==> config.mk <==
export PLATFORM = sky130hd
export DESIGN_NAME = tube_scan_driver
export DESIGN_NICKNAME = d
export VERILOG_FILES = /design/src/rtl/tube_scan_driver_pkg.sv /design/src/rtl/tube_scan_driver_tick_divider.sv /design/src/rtl/tube_scan_driver.sv
export SDC_FILE = /design/constraint.sdc
export NUM_CORES = 1
export LEC_CHECK = 0
export CORE_ASPECT_RATIO = 0.8
export CORE_UTILIZATION = 57
export CTS_BUF_LIST = sky130_fd_sc_hd__clkbuf_4 sky130_fd_sc_hd__clkbuf_8 sky130_fd_sc_hd__clkbuf_16
export DETAILED_ROUTE_END_ITERATION = 10
export DONT_BUFFER_PORTS = 1
export PLACE_DENSITY = 0.85
export SYNTH_ARGS = -nofsm -noshare
export SYNTH_HDL_FRONTEND = slang
export SYNTH_SLANG_ARGS = --single-unit
==> constraint.sdc <==
create_clock -name clk -period 2 [get_ports clk]
set_input_delay 0.2 -clock clk [delete_from_list [all_inputs] [get_ports clk]]
set_output_delay 0.2 -clock clk [all_outputs]
set_load 0.005 [all_outputs]
==> src/rtl/tube_scan_driver_pkg.sv <==
// rtl/tube_scan_driver_pkg.sv - segment codes, digit count and select helper for the scan driver
package tube_scan_driver_pkg;

   localparam int TUBE_BITS   = 8;
   localparam int SCAN_DIGITS = 8;
   localparam int IDX_W       = $clog2(SCAN_DIGITS);

   typedef logic [TUBE_BITS-1:0] seg_t;
   typedef logic [IDX_W-1:0]     idx_t;

   // Common-anode codes, dp in bit 7: a segment is lit when its bit is 0.
   localparam seg_t SEG_ZERO  = 8'hC0;
   localparam seg_t SEG_ONE   = 8'hF9;
   localparam seg_t SEG_TWO   = 8'hA4;
   localparam seg_t SEG_THREE = 8'hB0;
   localparam seg_t SEG_FOUR  = 8'h99;
   localparam seg_t SEG_FIVE  = 8'h92;
   localparam seg_t SEG_SIX   = 8'h82;
   localparam seg_t SEG_SEVEN = 8'hF8;
   localparam seg_t SEG_EIGHT = 8'h80;
   localparam seg_t SEG_NINE  = 8'h90;
   localparam seg_t SEG_EMP   = 8'hFF;

   function automatic logic [SCAN_DIGITS-1:0] digit_sel(input idx_t idx);
      logic [SCAN_DIGITS-1:0] sel;
      sel      = '0;
      sel[idx] = 1'b1;
      return sel;
   endfunction

endpackage

==> src/rtl/tube_scan_driver_tick_divider.sv <==
// rtl/tube_scan_driver_tick_divider.sv - free-running divider, tick high on the last count of each DIV-clock period
module tick_divider #(
   parameter int DIV = 10
) (
   input  logic clk,
   input  logic rst_n,
   output logic tick
);

   localparam int            CW   = (DIV > 1) ? $clog2(DIV) : 1;
   localparam logic [CW-1:0] LAST = CW'(DIV - 1);

   logic [CW-1:0] cnt_q, cnt_d;

   always_comb begin
      tick  = (cnt_q == LAST);
      cnt_d = tick ? '0 : cnt_q + CW'(1);
   end

   always_ff @(posedge clk or negedge rst_n) begin
      if (!rst_n) cnt_q <= '0;
      else        cnt_q <= cnt_d;
   end

endmodule

==> src/rtl/tube_scan_driver.sv <==
// rtl/tube_scan_driver.sv - 8-digit seven-segment scan driver with frame snapshot,
// leading-zero blanking, per-digit blink and anti-ghost dead time
module tube_scan_driver
   import tube_scan_driver_pkg::*;
#(
   parameter int CLK_HZ   = 100000000,
   parameter int SCAN_HZ  = 1000,
   parameter int BLINK_HZ = 2,
   parameter int DEAD_CYC = 16
) (
   input  logic                   clk,
   input  logic                   rst_n,
   input  logic [TUBE_BITS-1:0]   l0,
   input  logic [TUBE_BITS-1:0]   l1,
   input  logic [TUBE_BITS-1:0]   l2,
   input  logic [TUBE_BITS-1:0]   l3,
   input  logic [TUBE_BITS-1:0]   l4,
   input  logic [TUBE_BITS-1:0]   l5,
   input  logic [TUBE_BITS-1:0]   l6,
   input  logic [TUBE_BITS-1:0]   l7,
   input  logic                   blank_lz,
   input  logic [SCAN_DIGITS-1:0] blink_mask,
   output logic [SCAN_DIGITS-1:0] tube_sel,
   output logic [TUBE_BITS-1:0]   seg_out
);

   localparam int            SCAN_DIV  = CLK_HZ / SCAN_HZ;
   localparam int            BLINK_DIV = CLK_HZ / (2 * BLINK_HZ);
   localparam int            DW        = (DEAD_CYC > 0) ? $clog2(DEAD_CYC + 1) : 1;
   localparam logic [DW-1:0] DEAD_MAX  = DW'(DEAD_CYC);

   logic slot_tick, blink_tick;

   tick_divider #(.DIV(SCAN_DIV)) u_slot_div (
      .clk  (clk),
      .rst_n(rst_n),
      .tick (slot_tick)
   );

   tick_divider #(.DIV(BLINK_DIV)) u_blink_div (
      .clk  (clk),
      .rst_n(rst_n),
      .tick (blink_tick)
   );

   idx_t                   idx_q, idx_d;
   logic [DW-1:0]          dead_q, dead_d;
   logic                   phase_q, phase_d;
   logic                   load_pend_q, load_pend_d;
   seg_t                   shadow_q [SCAN_DIGITS];
   seg_t                   shadow_d [SCAN_DIGITS];
   seg_t                   l_in     [SCAN_DIGITS];
   logic [SCAN_DIGITS-1:0] sel_q, sel_d;
   seg_t                   seg_q, seg_d;

   logic                   frame_end;
   logic                   in_dead;
   logic                   lz_run;
   logic [SCAN_DIGITS-1:0] blanked;
   logic                   show;

   always_comb begin
      l_in[0] = l0;  l_in[1] = l1;  l_in[2] = l2;  l_in[3] = l3;
      l_in[4] = l4;  l_in[5] = l5;  l_in[6] = l6;  l_in[7] = l7;

      frame_end   = slot_tick && (idx_q == idx_t'(SCAN_DIGITS - 1));
      idx_d       = slot_tick ? idx_q + idx_t'(1) : idx_q;
      phase_d     = phase_q ^ blink_tick;
      load_pend_d = 1'b0;
      shadow_d    = (load_pend_q || frame_end) ? l_in : shadow_q;

      // dead_q mirrors the slot count, saturated at DEAD_CYC
      in_dead = (dead_q < DEAD_MAX);
      if (slot_tick)    dead_d = '0;
      else if (in_dead) dead_d = dead_q + DW'(1);
      else              dead_d = dead_q;

      lz_run  = 1'b1;
      blanked = '0;
      for (int k = SCAN_DIGITS - 1; k >= 0; k--) begin
         lz_run     = lz_run && (shadow_q[k] == SEG_ZERO);
         blanked[k] = blank_lz && lz_run && (k != 0);
      end

      show  = !in_dead && !blanked[idx_q] && !(phase_q && blink_mask[idx_q]);
      sel_d = show ? digit_sel(idx_q) : '0;
      seg_d = show ? shadow_q[idx_q] : SEG_EMP;
   end

   always_ff @(posedge clk or negedge rst_n) begin
      if (!rst_n) begin
         idx_q       <= '0;
         dead_q      <= '0;
         phase_q     <= 1'b0;
         load_pend_q <= 1'b1;
         for (int k = 0; k < SCAN_DIGITS; k++) shadow_q[k] <= SEG_EMP;
         sel_q       <= '0;
         seg_q       <= SEG_EMP;
      end else begin
         idx_q       <= idx_d;
         dead_q      <= dead_d;
         phase_q     <= phase_d;
         load_pend_q <= load_pend_d;
         shadow_q    <= shadow_d;
         sel_q       <= sel_d;
         seg_q       <= seg_d;
      end
   end

   assign tube_sel = sel_q;
   assign seg_out  = seg_q;

endmodule

==> metrics.csv <==
stage;metric;value;unit
final_layout;Final Util;77.8;%
detailed_routing;vias per cell;6.46;
timing;endpoints failing setup;75;
yosys;Cell variety after synth;57;
timing;final hold vios;132;
clock_tree;CTS buffer count;17;
timing;Worst Hold Margin;-0.524;ns
global_routing;Total GRT Usage;32.3;%
detailed_routing;DR WL/cell;24.4;µm
setup_path;Setup crit start kind;register;
setup_path;type of element capturing the critical path;register;
timing;Final Skew;0.00693;ns
final_layout;layout cell share with drive strength beyond 1;42.1;%
power;combinational group share of total power;8.5;%
global_routing;grt ovf;0;
power;worst ir drop on vdd;0.619;mV
timing;Final Cycle Share;109;%
timing;Max Clock Freq;458;MHz
clock_tree;CTS clk-pin slew, worst paths;0.06;ns
detailed_routing;DRC;0;
power;part of the power in registers;44.1;%
yosys;Synth area leader;dfstp_2;
clock_tree;Clock Path Buffers;2;
power;clock share of power;47.4;%
global_routing;largest net degree at the start of global routing;133;
min_path;Worst Hold Class;input port to asynchronous set/reset pin;
outcome;status;finished, violations left;
clock_tree;clk_lat worst skew;0.42;ns
clock_tree;CTS Hold Bufs;64;
timing;measured slew at the worst slew-check pin;0.524;ns
clock_tree;CTS H-Tree Depth;4;
die;Chip Width;121;µm
power;Pleak;3.72;nW
outcome;violated checks;negative hold slack, negative setup slack;
place;port bufs;0;
timing;RSZ-0062 raised after global routing;yes;
yosys;Seq cells post-synth;132;
yosys;average size of a mapped cell;12.7;µm²
detailed_routing;ANT nets after route;0;
power;Psw;1.52;mW
yosys;Post-Synthesis Net Count;586;
detailed_routing;final WL;19000;µm
timing;final worst path period need;2.18;ns
die;row cnt;34;
setup_path;crit path max fanout;21;
global_routing;vias in the first global route;5237;
die;core area;10900;µm²
yosys;number of synthesized flops with an enable pin;0;
yosys;Synth area leaders;dfstp_2 30%, dfrtp_1 23%, mux2_4 14%, xor2_1 3.1%, nor2_1 2.3%;
timing;Setup WS post-layout;-0.184;ns
die;io pins;91;
clock_tree;Sink Count;132;
yosys;Cells after Synth;506;
place;placed cell area;6910;µm²
run;# Max-Cap Violations;0;
yosys;Ys Warns;0;
clock_tree;CTS tree;done;
yosys;largest family of logic cells by synthesized area;multiplexers;
setup_path;critical setup path kind;register to register;
global_routing;initial antenna violation count;0;
power;Net Sw Frac;21.7;%
place;Placer Congestion;0.921;
detailed_routing;Iter 0 DRT Violations;499;
die;die height;97.0;µm
final_layout;fill count;562;
setup_path;Critical Path RT;2.34;ns
timing;fin. max-slew vios;0;
global_routing;global-route wire length before repair;28300;µm
final_layout;fin area;8510;µm²
place;post-DP HPWL;10800;µm
yosys;Compound-Gate Fraction of Synth Area;4.69;%
final_layout;P&R area growth vs syn;32.2;%
power;Int Power;5.51;mW
yosys;multiplexer share of the synthesized area;19.5;%
yosys;fraction of registers with async set/reset;100;%
die;initial core utilization;58.9;%
timing;Max transition margin;64.8;%
setup_path;crit path DAT;2.52;ns
die;Die Area;11700;µm²
clock_tree;clk root buf;clkbuf_16;
yosys;Synth Area in Simple Gates;14.3;%
yosys;adder-cell share of the synthesized area;0.972;%
yosys;area share of the largest cell type after synthesis;29.8;%
detailed_routing;vias;5033;
detailed_routing;DRT Pass-1 Iters;5;
yosys;register area share after synthesis;52.7;%
yosys;dominant synthesized flop cell;dfstp_2;
final_layout;nets;701;
yosys;Post-Synth XOR/XNOR Area;5.31;%
yosys;Mapped Area;6440;µm²
power;total power divided by cell area;827;nW/µm²
## routing by layer
layer	wire length, µm	track usage [%]	share of wire (%)	vias up
li1	-	-	-	2066
met1	7180	38.6	38	2532
met2	9340	53.5	49	339
met3	1520	8.31	8.0	96
met4	967	17.1	5.1	0
met5	0	0	0	-
## registers in the layout, summed over array words and instances, names as in the netlist
name,cells
load_pend_q,1
idx_q,3
u_slot_div.cnt_q,17
shadow_q,64
tube_sel,8
seg_out,8
dead_q,5
phase_q,1
u_blink_div.cnt_q,25
## cell families after synthesis
logic type | Yosys count
muxes | 89
xor gates and xnor gates | 39
DFF | 132
adders and majority gates | 5
and+or+nand+nor | 170
AOI/OAI and AO/OA | 42
buffers and inverters | 28
other | 1
## cells in the final DEF, fill, tap and decap left out, types with 8 or more instances in the layout
master / instances
dfrtp_1: 57
buf_4: 44
xnor2_1: 16
nand2_1: 27
o21ai_0: 9
nor2_1: 39
dlygate4sd3_1: 64
and3_1: 10
mux2_4: 60
nand3_1: 22
nand4_1: 10
dfstp_2: 73
mux2i_1: 14
clkbuf_16: 22
mux2_2: 11
xor2_1: 23
nor2b_1: 8
## final cells by class
type	count	area [µm²]	share of cell area (%)
Clock inverter	6	87.6	1.03
Sequential cell	132	3400	39.9
Inverter	4	15.0	0.176
Multi-Input combinational cell	346	3090	36.3
Antenna cell	1	2.50	0.0294
Clock buffer	26	558	6.56
Timing Repair Buffer	120	1180	13.8
Tap cell	144	180	2.12
## per-stage QoR
step / instances / power [mW] / TNS [ns] / hold WS, ns / worst slack, ns
after floorplan: 506 / 3.38 / -5.49 / -0.0956 / -0.0915
after global placement: 677 / 3.51 / -6.21 / -0.0893 / -0.179
after detailed placement: 677 / 3.54 / -9.33 / -0.0908 / -0.218
after CTS: 775 / 6.97 / -8.19 / -0.531 / -0.150
after global routing: 778 / 7.20 / -17.07 / -0.537 / -0.298
final: 779 / 7.04 / -10.87 / -0.524 / -0.184
## power by group through the flow
stage	registers [mW]	clock network, mW	logic, mW
2_1_floorplan	3.05	0	0.334
6_report	3.10	3.34	0.596
5_1_grt	3.11	3.47	0.622
4_1_cts	3.08	3.33	0.559
3_3_place_gp	3.10	0	0.419
3_5_place_dp	3.11	0	0.439
## path summary, 6_finish.rpt
check	start	end	slack, ns	depth (start not counted)
worst max-delay path	u_slot_div.cnt_q[13]	shadow_q[35]	-0.18	6
worst min-delay path	rst_n	u_slot_div.cnt_q[7]	-0.52	0
worst max register to register	u_slot_div.cnt_q[13]	shadow_q[35]	-0.18	6
worst min register to register	u_slot_div.cnt_q[8]	u_slot_div.cnt_q[8]	0.50	1
max in group asynchronous	rst_n	shadow_q[40]	2.23	0
min in group clk	blank_lz	seg_out[5]	0.37	5
## cell usage after synthesis, types with 2 or more instances
cell and n:
nor4_1 8, o21ai_0 11, dfrtp_1 59, ha_1 5
mux2_2 11, clkbuf_1 14, mux4_2 4, and2_1 6
nand2_1 27, nor3_1 7, and3_1 11, xor2_1 23
nand4_1 10, nand3_1 25, inv_1 2, mux2_4 60
buf_1 2, nor2b_1 8, xnor2_1 16, and4_1 9
a221oi_1 3, a22oi_1 5, dfstp_2 73, buf_6 6
mux2i_1 14, nand2b_1 3, nor4b_1 8, a21oi_1 6
a41oi_1 2, nor2_1 39, nor4bb_1 2, nor3b_1 2
## critical path: stages, from the launching register on
cell and delay [ns]:
dfrtp_1 0.40, or4b_4 0.55, nor4b_2 0.21, and4_4 0.27, a21oi_4 0.13, buf_12 0.21
mux2_4 0.31
## what timing repair did
item / in CTS / in global routing
buffers inserted: 1 / 4
pin swaps: 4 / 6
setup endpoints to repair: 92 / 95
hold endpoints to repair: 196 / 132
gates cloned: 1 / 1
gates resized for setup: 15 / 34
Power figures use the tool's default switching activity.
